<file path="src/rtl/sel_pkg.sv">
// Shared types, mode constants and one-hot helper for the scanning path selector.
package sel_pkg;

  localparam logic MODE_DIRECT = 1'b0;
  localparam logic MODE_SCAN   = 1'b1;

  // Widest index the one-hot helper supports; callers cast down to their width.
  localparam int unsigned ONEHOT_MAX_SEL_W = 8;
  localparam int unsigned ONEHOT_MAX_W     = 2 ** ONEHOT_MAX_SEL_W;

  typedef enum logic [1:0] {
    IDLE   = 2'd0,
    DIRECT = 2'd1,
    SCAN   = 2'd2
  } state_e;

  // Index to one-hot vector at the maximum supported width.
  function automatic logic [ONEHOT_MAX_W-1:0] onehot(input logic [ONEHOT_MAX_SEL_W-1:0] idx);
    logic [ONEHOT_MAX_W-1:0] v;
    v      = '0;
    v[idx] = 1'b1;
    return v;
  endfunction

endpackage

</file>
<file path="src/rtl/sel_onehot_dec.sv">
// Purely combinational index to one-hot decoder.
module sel_onehot_dec
  import sel_pkg::*;
#(
  parameter int unsigned SEL_W = 2
) (
  input  logic [SEL_W-1:0]      idx_i,
  output logic [2**SEL_W-1:0]   onehot_c_o
);

  localparam int unsigned PATH_W = 2 ** SEL_W;

  // Decode at full helper width, then keep only the live paths.
  assign onehot_c_o = PATH_W'(onehot(ONEHOT_MAX_SEL_W'(idx_i)));

endmodule

</file>
<file path="src/rtl/sel_scan_decoder.sv">
// Registered one-hot path selector with direct select and timed auto-scan.
module sel_scan_decoder
  import sel_pkg::*;
#(
  parameter int unsigned SEL_W   = 2,
  parameter int unsigned DWELL_W = 8
) (
  input  logic                 clk1,
  input  logic                 rst,
  input  logic                 en,
  input  logic                 mode,
  input  logic [SEL_W-1:0]     select,
  input  logic [SEL_W-1:0]     last_sel,
  input  logic [DWELL_W-1:0]   dwell,
  output logic [2**SEL_W-1:0]  path,
  output logic [SEL_W-1:0]     cur_sel,
  output logic                 valid,
  output logic                 wrap
);

  localparam int unsigned PATH_W = 2 ** SEL_W;

  state_e               state_q, state_d;
  logic [SEL_W-1:0]     cur_sel_q, cur_sel_d;
  logic [DWELL_W-1:0]   cnt_q, cnt_d;
  logic [PATH_W-1:0]    path_q, path_d;
  logic                 valid_q, valid_d;
  logic                 wrap_q, wrap_d;
  logic [PATH_W-1:0]    dec_path;

  // Single decoder sits on the next-index mux so path tracks cur_sel on the same edge.
  sel_onehot_dec #(
    .SEL_W (SEL_W)
  ) u_dec (
    .idx_i      (cur_sel_d),
    .onehot_c_o (dec_path)
  );

  // Next-state selection and per-state index / dwell counter update.
  always_comb begin
    state_d   = IDLE;
    cur_sel_d = cur_sel_q;
    cnt_d     = cnt_q;
    valid_d   = 1'b0;
    wrap_d    = 1'b0;

    if (en) begin
      state_d = (mode == MODE_SCAN) ? SCAN : DIRECT;
    end

    case (state_d)
      DIRECT: begin
        cur_sel_d = select;
        cnt_d     = '0;
        valid_d   = 1'b1;
      end
      SCAN: begin
        valid_d = 1'b1;
        if (state_q != SCAN) begin
          // Entry: restart dwell on whatever index is current.
          cnt_d = '0;
        end else if (cnt_q == dwell) begin
          cnt_d = '0;
          if (cur_sel_q >= last_sel) begin
            cur_sel_d = '0;
            wrap_d    = 1'b1;
          end else begin
            cur_sel_d = cur_sel_q + SEL_W'(1);
          end
        end else begin
          // Free-running increment; a lowered dwell is caught after rollover.
          cnt_d = cnt_q + DWELL_W'(1);
        end
      end
      default: ;
    endcase
  end

  // Path is blank whenever the output is not live.
  assign path_d = valid_d ? dec_path : '0;

  // State and output registers with synchronous reset.
  always_ff @(posedge clk1) begin
    if (rst) begin
      state_q   <= IDLE;
      cur_sel_q <= '0;
      cnt_q     <= '0;
      path_q    <= '0;
      valid_q   <= 1'b0;
      wrap_q    <= 1'b0;
    end else begin
      state_q   <= state_d;
      cur_sel_q <= cur_sel_d;
      cnt_q     <= cnt_d;
      path_q    <= path_d;
      valid_q   <= valid_d;
      wrap_q    <= wrap_d;
    end
  end

  assign path    = path_q;
  assign cur_sel = cur_sel_q;
  assign valid   = valid_q;
  assign wrap    = wrap_q;

endmodule

</file>
<file path="config.mk">
export PLATFORM = sky130hd
export DESIGN_NAME = sel_scan_decoder
export DESIGN_NICKNAME = d
export VERILOG_FILES = /design/src/rtl/sel_pkg.sv /design/src/rtl/sel_onehot_dec.sv /design/src/rtl/sel_scan_decoder.sv
export SDC_FILE = /design/constraint.sdc
export NUM_CORES = 1
export LEC_CHECK = 0
export BUFFER_PORTS_ARGS = -buffer_cell sky130_fd_sc_hd__buf_2
export CAP_MARGIN = 10
export CORE_AREA = 2 2 45 47
export CTS_BUF_LIST = sky130_fd_sc_hd__clkbuf_16
export CTS_CLUSTER_SIZE = 16
export DETAILED_ROUTE_END_ITERATION = 7
export DIE_AREA = 0 0 47 49
export PLACE_DENSITY_LB_ADDON = 0.08
export SYNTH_ARGS = -nofsm -noshare
export SYNTH_HDL_FRONTEND = slang
export SYNTH_SLANG_ARGS = --single-unit
export TNS_END_PERCENT = 20
</file>
<file path="constraint.sdc">
create_clock -name clk1 -period 4.65 [get_ports clk1]
set_input_delay 0.93 -clock clk1 [delete_from_list [all_inputs] [get_ports clk1]]
set_output_delay 0.93 -clock clk1 [all_outputs]
set_load 0.02 [all_outputs]
</file>
======== After elaboration in Yosys (flattened, before gate mapping) ========
Cells that the tools add are included.
cells by class
  add/subtract/negate cells ............... 2
  $lt $le $gt $ge ......................... 3
  eq/ne operators ......................... 4
  muxes and demuxes ....................... 13
  bitwise operators ....................... 3
  reduce and logical (&&, ||, !) cells .... 5
operators by type and width
  cell                                                                                 number
  8-bit two-way mux                                                                    2
  8-bit one-hot mux with 2 select lines                                                1
  2-bit two-way mux                                                                    5
  2-bit by 9-bit less-than comparator with 1-bit output, second input constant         1
  8-bit by 1-bit adder with 8-bit output, second input constant                        1
  8-bit equality test                                                                  1
  2-bit one-hot mux with 2 select lines                                                1
  2-bit OR reduction                                                                   2
  4-bit OR reduction                                                                   1
  1-bit two-way mux                                                                    3
  1-bit inverter                                                                       3
  2-bit by 1-bit adder with 2-bit output, second input constant                        1
  1-bit demux with 2-bit select                                                        1
  2-bit by 1-bit equality test with 1-bit output, second input constant                1
  2-bit equality test, second input constant                                           1
  2-bit by 1-bit greater-or-equal comparator with 1-bit output, second input constant  1
  2-bit greater-or-equal comparator                                                    1
  2-bit != test, second input constant                                                 1
  2-bit nonzero test                                                                   1
  1-bit logical AND                                                                    1
storage, ports and cells
  flip-flop bits (word level) ............. 18
  output and inout bits ................... 8

======== Logic depth before layout (Yosys ltp) ========
Gate-level depths: netlist of run 1.
  word-level depth ........................ 9
  depth in mapped cells ................... 7
  depth with buffers taken out ............ 7

======== Cells and area by module ========
A second synthesis of run 1 with hierarchy kept.
unflattened totals
  cell total of the unflattened synthesis .. 111
  area total of the unflattened synthesis .. 1014.7 µm²
modules (own cells, without submodules)
  module            times used  cells an instance  area each (µm²)  seq. area each (µm²)
  sel_scan_decoder  1           107                988.4            360.3
  sel_onehot_dec    1           4                  26.3             0.0

======== Worst setup path before layout of run 1 ========
OpenSTA, ideal clock, no wires.
  path kind ............................... input port to flip-flop
  from .................................... input last_sel[0]
  to ...................................... register path_q[3] (netlist: path[3])
  setup time .............................. 0.073 ns
  arrival time ............................ 2.498 ns
  required time ........................... 4.577 ns
  setup slack ............................. 2.079 ns
  stages on the path ...................... 6
  path buffers ............................ 0
  path through ............................ ha_1 nand2b_1 a2111oi_4 or3b_1 o221ai_2 nor3b_2
between the ends
  word-level cells in the longest chain between the ends .. 9
  elaborated cells between the ends (all ways) .. 10
  classes of those cells .................. order compare: 3; mux: 6; reduce/logical: 1
RTL lines
  what                                                                                                                                                         line                    text
  start: declaration                                                                                                                                           sel_scan_decoder.sv:13  input logic [SEL_W-1:0] last_sel,
  2-bit greater-or-equal comparator (*)                                                                                                                        sel_scan_decoder.sv:64  if (cur_sel_q >= last_sel) begin
  2-bit two-way mux (*)                                                                                                                                        sel_scan_decoder.sv:64
  2-bit two-way mux (*)                                                                                                                                        sel_scan_decoder.sv:62  end else if (cnt_q == dwell) begin
  2-bit two-way mux (*)                                                                                                                                        sel_scan_decoder.sv:59  if (state_q != SCAN) begin
  2-bit one-hot mux with 2 select lines (*)                                                                                                                    sel_scan_decoder.sv:51  case (state_d)
  2-bit by 9-bit less-than comparator with 1-bit output (implied by the code) or 2-bit by 1-bit greater-or-equal comparator with 1-bit output (tied branches)  sel_pkg.sv:21           v[idx] = 1'b1;
  1-bit logical AND (implied by the code)                                                                                                                      sel_pkg.sv:21
  1-bit two-way mux (implied by the code)                                                                                                                      sel_pkg.sv:21
  1-bit demux with 2-bit select (*)                                                                                                                            --
  end signal: assignment                                                                                                                                       sel_scan_decoder.sv:95  path_q <= path_d;
  end: declaration                                                                                                                                             sel_scan_decoder.sv:26  logic [PATH_W-1:0] path_q, path_d;
Every way passes the cells marked *; elsewhere a longest branch is shown, timed or not.
A chain may end at the register's enable or synchronous reset.

======== Worst setup path after layout of run 1 ========
Same ends and word-level chain as after synthesis.

==> impl_metrics.tcl, run 1 <==
set metrics [dict create \
    synth_area_um2 908 \
    path_delay_family "simple AND/OR/NAND/NOR gates" \
    layout_min_cycle_time_ps 2550 \
    post_synth_edffs 0 \
    fp-row-count 16 \
    cts_hold_repair.buffers 0 \
    total_number_of_yosys_warnings 0 \
    drt_pass1_iterations 4 \
    global_route.overflow_total 0 \
    ys_dominant_reg_cell "dfxtp_1" \
    postRouteWirelength_mm 1.76 \
    synth_largest_area_cell "dfxtp_1" \
    grt_antenna_before_repair 0 \
    portBuffers 23 \
    cp_num_buf_inv 1 \
    syn_nets 114 \
    critical_path.startpoint_type "input port" \
    grtUsageTotal_pct 18.0 \
    synth.ff_latch_count 18 \
    filler_cell_count 173 \
    finalNetCount 141 \
    crit_path_max_fanout 5 \
    vdd_drop_max_mv 0.216 \
    area_growth_pct 23.6 \
    required_time_of_the_critical_path_ps 4820 \
    cts-root-buf "clkbuf_16" \
    timing.final.ws_setup_ps 2100 \
    proportion_of_layout_cells_with_a_drive_suffix_above_1_pct 28.9 \
    total_power_mw 0.367 \
    remaining_drc_errors 0 \
    worst_pin_slew_ps 408 \
    insertion_delay_ps 240 \
    grt_pass1_wl_mm 3.04 \
    yosysSeqAreaShare_pct 39.7 \
    die_area_mm2 0.00230 \
    synth_cells 95 \
    final.setup.tns_ps 0 \
    tritoncts_clock_tree "done" \
    multi_input_area_um2 515 \
    synth_largest_type_area_fraction_pct 39.7 \
    initialDrtViolationCount 6 \
    cp_slowest_cell "or3b_1" \
    detailed_place_hpwl_mm 1.37 \
    num_antenna_cells 0 \
    synth-async-reset-ratio_pct 0 \
    drt.antenna.violating_nets 0 \
    pre_cts_slack_ps 1840 \
    report.final.slew_viol_count 0 \
    place.gp.congestion 0.801 \
    setup.worst_path.end_class "flop" \
    outcome "complete, no violations" \
    timing_hold_violations_final 0 \
    final-seq-area_um2 360 \
    worst_slew_margin_rel_pct 72.7 \
    power_per_cell_area_mw_per_mm2 327 \
    grt_pass1_vias 736 \
    initial_core_util_pct 49.3 \
    criticalPathCategory "input port to flop" \
    cp_slowest_stage_delay_ps 400 \
    post_drt_wl_per_cell_um 11.9 \
    die_h_um 49 \
    rsz0062_at_grt "false" \
    worstHoldPathType "flop to flop" \
    grt_max_degree 11 \
    timing.final.crit_share_pct 54.8 \
    max_freq_ghz 0.392 \
    clock_skew_ps 1.27 \
    setup_viol_count_final 0 \
    pin_count 24 \
    stdcell_count 148 \
    vias 757 \
    vias_per_cell 5.11 \
    clock_sinks 18 \
    synth.distinct_cells 33 \
    die_width_um 47 \
    p_leak_nw 0.457 \
    crit_path_cells "buf_2, ha_1, nand2b_1, a2111oi_4, or3b_1, o221ai_2, nor3b_2" \
    place_inst 144 \
    timing.critical_path.arrival_ps 2720 \
    post_synth.cell_area_avg_um2 9.56 \
    cts.path.max_buffers 2 \
    yosys-top-cells-count "18 x dfxtp_1, 13 x nor2_1, 10 x xnor2_1" \
    cts_setup_buffers 0 \
    yosysMostFrequentCell "dfxtp_1" \
    cts-htree-levels 1 \
    cap_viol_max_count 0 \
    fp.coreArea_mm2 0.00184 \
    clk_pin_slew_ps 50 \
    cts_inserted_buffers 3 \
    synth.area.top_cells "dfxtp_1 40%, xnor2_1 9.6%, nor2_1 5.4%, ha_1 4.1%, a2111oi_4 3.0%" \
    cts_repair_resize_count 0 \
]
==> path summary, 6_finish.rpt <==
check	startpoint	to	slack, ps	cells after the start
hold reg to reg	cnt_q[7]	cnt_q[7]	540	2
setup reg to reg	cur_sel[0]	path[3]	2370	7
setup / recovery	last_sel[0]	path[3]	2100	7
hold / removal	cnt_q[7]	cnt_q[7]	540	2
==> cell type report <==
type                       instances  share of cell area, %
clock buffer                       3                   6.69
clock inverter                     1                  0.334
inverter                           5                   1.67
multi-input combinational         71                   45.9
sequential                        18                   32.1
tap                               27                   3.01
timing repair buffer              23                   10.3
==> stage by stage <==
step / instance area, um2 / hold slack (ps) / utilization, %
after CTS: 1120 / 548 / 60.9
after floorplan: 908 / 505 / -
after global placement: 1040 / 530 / 56.7
final: 1120 / 539 / 60.9
after global routing: 1120 / 587 / 60.9
after detailed placement: 1040 / 531 / 56.7
==> placed cells by master, fill, tap and decap left out, types with 2 or more instances in the layout <==
cell       count
a21oi_1        3
nor2_1        13
buf_2         23
nor3_1         2
clkbuf_16      3
ha_1           3
nand2b_1       2
xnor2_1       10
dfxtp_1       18
or2b_2         2
xor2_1         3
inv_1          5
nand4_1        4
nand2_1        7
and3_1         2
nand3_1        2
==> kinds of logic (layout without fill, tap and decap cells) <==
family	count (synthesis)	after routing	synth area share, %
compound gates	12	12	13.5
mux	1	1	1.10
xor+xnor	13	13	12.5
fa+ha+maj	3	3	4.13
flops	18	18	39.7
buf+inv	6	32	3.58
simple gates	42	42	25.5
==> where the power goes <==
part / internal [mW] / switching [mW] / total, mW
clock: 0.114 / 0.0535 / 0.168
combinational: 0.0174 / 0.0221 / 0.0396
sequential: 0.158 / 0.00210 / 0.160
total: 0.290 / 0.0777 / 0.367
==> worst reg2reg max path, cell delays in order, from the launching register on <==
cell	delay, ps
dfxtp_1	410
inv_1	100
ha_1	270
nand2b_1	190
a2111oi_4	370
or3b_1	400
o221ai_2	270
nor3b_2	200
==> sequential cells by signal, summed over array words and instances (netlist names) <==
name / flops
cnt_q: 8
path: 4
cur_sel: 2
state_q: 2
valid: 1
wrap: 1
==> metal layers <==
layer,wire length (um),global-route usage [%],share of wire [%],up-vias
met3,82,3.70,4.7,2
met5,0,0,0,-
met2,932,30.1,53,18
met1,720,21.0,41,355
li1,-,-,-,382
met4,19,8.33,1.1,0
Note: power is estimated with default switching activity, not from simulation.
==> run 2, diff against run 1 <==
--- a/config.mk
+++ b/config.mk
@@ -5,13 +5,14 @@
 export SDC_FILE = /design/constraint.sdc
 export NUM_CORES = 1
 export LEC_CHECK = 0
+export ABC_AREA = 1
 export BUFFER_PORTS_ARGS = -buffer_cell sky130_fd_sc_hd__buf_2
 export CAP_MARGIN = 10
-export CORE_AREA = 2 2 45 47
+export CORE_AREA = 2 2 50 52
 export CTS_BUF_LIST = sky130_fd_sc_hd__clkbuf_16
 export CTS_CLUSTER_SIZE = 16
 export DETAILED_ROUTE_END_ITERATION = 7
-export DIE_AREA = 0 0 47 49
+export DIE_AREA = 0 0 52 54
 export PLACE_DENSITY_LB_ADDON = 0.08
 export SYNTH_ARGS = -nofsm -noshare
 export SYNTH_HDL_FRONTEND = slang
==> constraint.sdc (replaced) <==
create_clock -name clk1 -period 2.2 [get_ports clk1]
set_input_delay 0.44 -clock clk1 [delete_from_list [all_inputs] [get_ports clk1]]
set_output_delay 0.44 -clock clk1 [all_outputs]
set_load 0.02 [all_outputs]
==> run 2 against run 1 <==
Compared with the run above:
- cell count is 31% higher
- first-iteration DRC count rose by 33%
- core utilization fell by 9.0 points
- count of clock-buffer cells in the layout unchanged
- design area increased by 7.4%
- wire length increased by 13%
- worst setup slack got worse by 1500 ps
- via count rose by 21%
- non-clock buffer count stayed put
- sequential share of layout area fell by 2.2 points
- die area up 22%
- hold slack got worse by 150 ps
- critical endpoint unchanged
- largest power group unchanged
==> impl_metrics.tcl, run 2 <==
set metrics [dict create \
    cts_hold_repair.buffers 0 \
    yosysSeqAreaShare_pct 36.5 \
    setup_viol_count_final 0 \
    clock_skew_ps 2.31 \
    synth_area_um2 988 \
    area_growth_pct 21.9 \
    pin_count 24 \
    post_synth_edffs 0 \
    synth_simple_gate_area_share_pct 37.3 \
    vdd_drop_max_mv 0.417 \
    initialDrtViolationCount 8 \
    vias_per_cell 4.73 \
    synth_largest_area_cell "dfxtp_1" \
    synth.distinct_cells 23 \
    die_h_um 54 \
    grt_pass1_vias 781 \
    layout_min_cycle_time_ps 1630 \
    cts.path.max_buffers 2 \
    required_time_of_the_critical_path_ps 2390 \
    synth.area.top_cells "dfxtp_1 36%, nand2_1 11%, inv_1 8.7%, nand2_2 5.7%, nor2_1 5.3%" \
    timing.final.crit_share_pct 74.0 \
    remaining_drc_errors 0 \
    yosys-top-cells-count "30 x nand2_1, 23 x inv_1, 18 x dfxtp_1" \
    p_leak_nw 0.576 \
    synth-async-reset-ratio_pct 0 \
    rsz0062_at_grt "false" \
    grt_pass1_wl_mm 3.42 \
    proportion_of_layout_cells_with_a_drive_suffix_above_1_pct 27.4 \
    cts_setup_buffers 0 \
    insertion_delay_ps 250 \
    critical_path.startpoint_type "flop" \
    global_route.overflow_total 0 \
    top_register "cnt_q" \
    yosysMostFrequentCell "nand2_1" \
    place.gp.congestion 0.830 \
    ys_dominant_reg_cell "dfxtp_1" \
    cts_repair_resize_count 0 \
    drt_pass1_iterations 4 \
    worstHoldPathType "input port to flop" \
    cts_inserted_buffers 3 \
    timing.critical_path.arrival_ps 1820 \
    max_freq_ghz 0.615 \
    muxShareOfSynthArea_pct 0 \
    cap_viol_max_count 0 \
    die_area_mm2 0.00281 \
    syn_nets 158 \
    multi_input_area_um2 515 \
    die_width_um 52 \
    power_per_cell_area_mw_per_mm2 653 \
    post_synth.cell_area_avg_um2 7.11 \
    postLayoutCoreUtil_pct 51.9 \
    setup.worst_path.end_class "flop" \
    synth_top_family_by_area "simple AND/OR/NAND/NOR gates" \
    detailed_place_hpwl_mm 1.55 \
    drt.antenna.violating_nets 0 \
    cts-root-buf "clkbuf_16" \
    outcome "complete, no violations" \
    synth-compound-area-share_pct 6.58 \
    clock_sinks 18 \
    largest_reg_flops 8 \
    synth.ff_latch_count 18 \
    worst_slew_margin_rel_pct 74.2 \
    grtUsageTotal_pct 16.8 \
    total_number_of_yosys_warnings 0 \
    fp-row-count 18 \
    criticalPathCategory "flop to flop" \
    postRouteWirelength_mm 1.99 \
    worst_pin_slew_ps 385 \
    final-seq-area_um2 360 \
    commonest_cells_after_routing_fill_and_taps_aside "30 x nand2_1, 23 x inv_1, 23 x buf_2" \
    vias 917 \
    grt_antenna_before_repair 0 \
    crit_path_max_fanout 4 \
    synth_xor_xnor_area_share_pct 4.43 \
    clk_pin_slew_ps 50 \
    synth_largest_type_area_fraction_pct 36.5 \
    report.final.slew_viol_count 0 \
    timing_hold_violations_final 0 \
    post_drt_wl_per_cell_um 10.2 \
    grt_max_degree 11 \
    synth_cells 139 \
    filler_cell_count 244 \
    fp.coreArea_mm2 0.00232 \
    initial_core_util_pct 42.6 \
    synthAdderAreaFrac_pct 3.80 \
    tritoncts_clock_tree "done" \
    final.setup.tns_ps 0 \
    portBuffers 23 \
    mostFrequentLayoutCell "nand2_1" \
    finalNetCount 184 \
    num_antenna_cells 0 \
    cts-htree-levels 1 \
]
==> run 2: changes by cell type after synthesis, moves of 3 or more <==
cell,previous run,this run
nand2_1,7,30
inv_1,5,23
nand2_2,1,9
xnor2_1,10,3
nand3_1,2,7
o21ai_0,0,4
a21oi_1,3,6
inv_2,0,3
==> run 2: layout make-up <==
cell class	count	area share, %
multi-input combinational	93	42.8
sequential	18	29.9
timing repair buffer	23	9.55
inverter	26	8.10
clock buffer	3	6.23
tap	30	3.12
clock inverter	1	0.312
==> run 2: logic make-up after synthesis <==
family / count (synthesis)
AO/OA/AOI/OAI: 12
XOR/XNOR: 5
adder cells (fa/ha/maj): 3
buffers and inverters: 28
flip-flops: 18
AND/OR/NAND/NOR: 73
==> run 2: final timing paths <==
kind	startpoint	slack, ps	endpoint	cells past startpoint
min	mode	390	state_q[0]	2
min reg2reg	cnt_q[0]	530	cnt_q[0]	2
max reg2reg	cur_sel[0]	570	path[3]	13
max	cur_sel[0]	570	path[3]	13
==> run 2: power breakdown <==
group | internal, mW | switching (mW) | total [mW]
registers | 0.333 | 0.00343 | 0.337
logic | 0.0315 | 0.0545 | 0.0859
clock network | 0.242 | 0.123 | 0.365
==> run 2: metrics by stage <==
stage	total power, mW	area [um2]	setup slack [ps]	hold WS (ps)	std cells
floorplan	0.402	988	574	485	139
CTS	0.799	1200	560	384	194
global route	0.827	1200	375	386	194
finish	0.787	1200	573	386	194
detailed placement	0.430	1130	493	522	190
global placement	0.428	1130	508	517	190
==> run 2: critical path, cell delays in order, from the launching register on <==
cell and delay, ps:
dfxtp_1 380, inv_1 100, ha_1 270, inv_1 60, nand2_1 40, a21oi_1 200, nand2_1 70, nand4_1 90
nand2_1 50, inv_1 60, nand2_2 60, nand2_1 60, nand2_1 60, nor2_1 80
==> run 2: per-layer routing <==
metal,vias up,global-route usage (%),routed length (um)
li1,485,-,-
met1,409,22.4,976
met2,19,25.3,891
met3,4,3.61,84
met4,0,9.21,36
met5,-,0,0
==> run 3, diff against run 2 <==
==> constraint.sdc (replaced) <==
create_clock -name clk1 -period 1.41 [get_ports clk1]
set_input_delay 0.282 -clock clk1 [delete_from_list [all_inputs] [get_ports clk1]]
set_output_delay 0.282 -clock clk1 [all_outputs]
set_load 0.02 [all_outputs]
==> run 3 against run 2 <==
Compared with the run above:
- the flow now finishes with violations (setup timing)
- sequential share of layout area shrank 1.4 points
- power grew 60%
- hold slack got worse by 150 ps
- combinational power increased by 85%
- die area is the same
- flip-flop and latch count is the same
- first-iteration DRC count up 140%
- critical path type unchanged
- critical endpoint is now path[2]
==> impl_metrics.tcl, run 3 (synthesis gave the netlist of run 2 again) <==
set metrics [dict create \
    outcome "finished with violations" \
    violations "setup timing" \
    critical_path.startpoint "cur_sel[0]" \
    die_width_um 52 \
    p_leak_nw 0.620 \
    global_route.overflow_total 0 \
    critical_path.startpoint_type "flop" \
    finalNetCount 191 \
    detailed_place_hpwl_mm 1.61 \
    vdd_drop_max_mv 0.790 \
    post_place_cell_area_mm2 0.00120 \
    cp_slowest_stage_delay_ps 350 \
    hold_worst_slack_ps 233 \
    crit_path_cells "inv_4, ha_4, inv_2, nand2_2, a21oi_2, nand2_1, nand4_1, nand2_1, inv_1, nand2_2, nand2_2, nand2_2, nor2_2" \
    cts_inserted_buffers 3 \
    timing.critical_path.arrival_ps 1640 \
    grt_antenna_before_repair 0 \
    top_register "cnt_q" \
    crit_path_max_fanout 3 \
    criticalPathCategory "flop to flop" \
    fp-row-count 18 \
    vias_per_cell 4.76 \
    cts-htree-levels 1 \
    initial_core_util_pct 42.6 \
    drt.antenna.violating_nets 0 \
    max_freq_ghz 0.690 \
    post_drt_wl_per_cell_um 10.1 \
    worst_pin_slew_ps 245 \
    fp.coreArea_mm2 0.00232 \
    grt_pass1_wl_mm 3.38 \
    portBuffers 23 \
    cap_viol_max_count 0 \
    min_from "mode" \
    largest_reg_flops 8 \
    drt_pass1_iterations 4 \
    clk_pin_slew_ps 50 \
    cts_hold_repair.buffers 0 \
    clock_skew_ps 0.727 \
    insertion_delay_ps 250 \
    critPathMostFrequentCell "nand2_2" \
    pin_count 24 \
    place_inst 197 \
    tritoncts_clock_tree "done" \
    setup_viol_count_final 3 \
    commonest_cells_after_routing_fill_and_taps_aside "27 x nand2_1, 23 x buf_2, 19 x inv_1" \
    worst_slew_margin_rel_pct 83.5 \
    regToRegStartpoint "cur_sel[0]" \
    mostFrequentLayoutCell "nand2_1" \
    proportion_of_layout_cells_with_a_drive_suffix_above_1_pct 39.8 \
    timing.final.ws_setup_ps -39.2 \
    setup.worst_path.end_class "flop" \
    cp_slowest_cell "dfxtp_4" \
    stdcell_count 201 \
    timing_hold_violations_final 0 \
    grtUsageTotal_pct 16.9 \
    postRouteWirelength_mm 2.04 \
    die_area_mm2 0.00281 \
    timing.final.crit_share_pct 103 \
    layout_min_cycle_time_ps 1450 \
    die_h_um 54 \
    worstHoldPathType "input port to flop" \
    required_time_of_the_critical_path_ps 1600 \
    filler_cell_count 227 \
    total_power_mw 1.26 \
    postLayoutCoreUtil_pct 56.1 \
    area_growth_pct 31.6 \
    cts.path.max_buffers 2 \
    initialDrtViolationCount 19 \
    cts-root-buf "clkbuf_16" \
    place.gp.congestion 0.804 \
    num_antenna_cells 0 \
    power_per_cell_area_mw_per_mm2 967 \
    grt_max_degree 11 \
    rsz0062_at_grt "true" \
    clock_sinks 18 \
    remaining_drc_errors 0 \
    vias 957 \
    grt_pass1_vias 833 \
    final_area_mm2 0.00130 \
    report.final.slew_viol_count 0 \
]
==> run 3: stage by stage <==
step                worst slack, ps  TNS (ps)
floorplan                     -1.66     -1.66
global placement              -51.2      -147
detailed placement            -95.2      -320
CTS                           -34.0     -39.6
global route                   -175      -993
finish                        -39.2     -74.4
==> run 3: power by group <==
group | switching (mW) | internal [mW]
sequential | 0.00452 | 0.519
clock | 0.199 | 0.377
combinational | 0.0947 | 0.0639
total | 0.298 | 0.961
==> run 3: timing repair <==
item | CTS | global route
endpoints found under the setup margin | 4 | 12
hold endpoints to repair | 0 | 0
resized for setup | 0 | 10
setup buffers | 0 | 0
pin swaps | 5 | 4
gates cloned | 0 | 0
==> run 3: layout make-up <==
| cell class | instances | area (um2) | share of cell area (%) |
|---|---|---|---|
| Tap cell | 30 | 37.5 | 2.88 |
| Clock buffer | 3 | 75.1 | 5.77 |
| Clock inverter | 1 | 3.75 | 0.288 |
| Multi-Input combinational cell | 93 | 547 | 42.0 |
| Sequential cell | 18 | 370 | 28.5 |
| Timing Repair Buffer | 30 | 168 | 12.9 |
| Inverter | 26 | 100 | 7.69 |
==> run 3: worst max-delay path, delay by kind of cell, from the launching register on <==
kind | cells | cell delay (ps)
and+or+nand+nor | 8 | 530
adders and majority gates | 1 | 200
buffers and inverters | 3 | 150
AOI/OAI and AO/OA | 1 | 170
DFF | 1 | 350
==> run 3: path summary, 6_finish.rpt <==
kind | depth (start not counted) | slack, ps | to
setup / recovery | 13 | -40 | path[2]
hold / removal | 2 | 230 | state_q[0]
setup reg to reg | 13 | -40 | path[2]
hold reg to reg | 2 | 500 | cnt_q[1]
==> run 3: metal layers <==
layer	up-vias	routed length, um	global-route usage, %
li1	502	-	-
met1	430	974	19.9
met2	20	915	28.5
met3	5	99	2.78
met4	0	46	10.5
met5	-	0	0
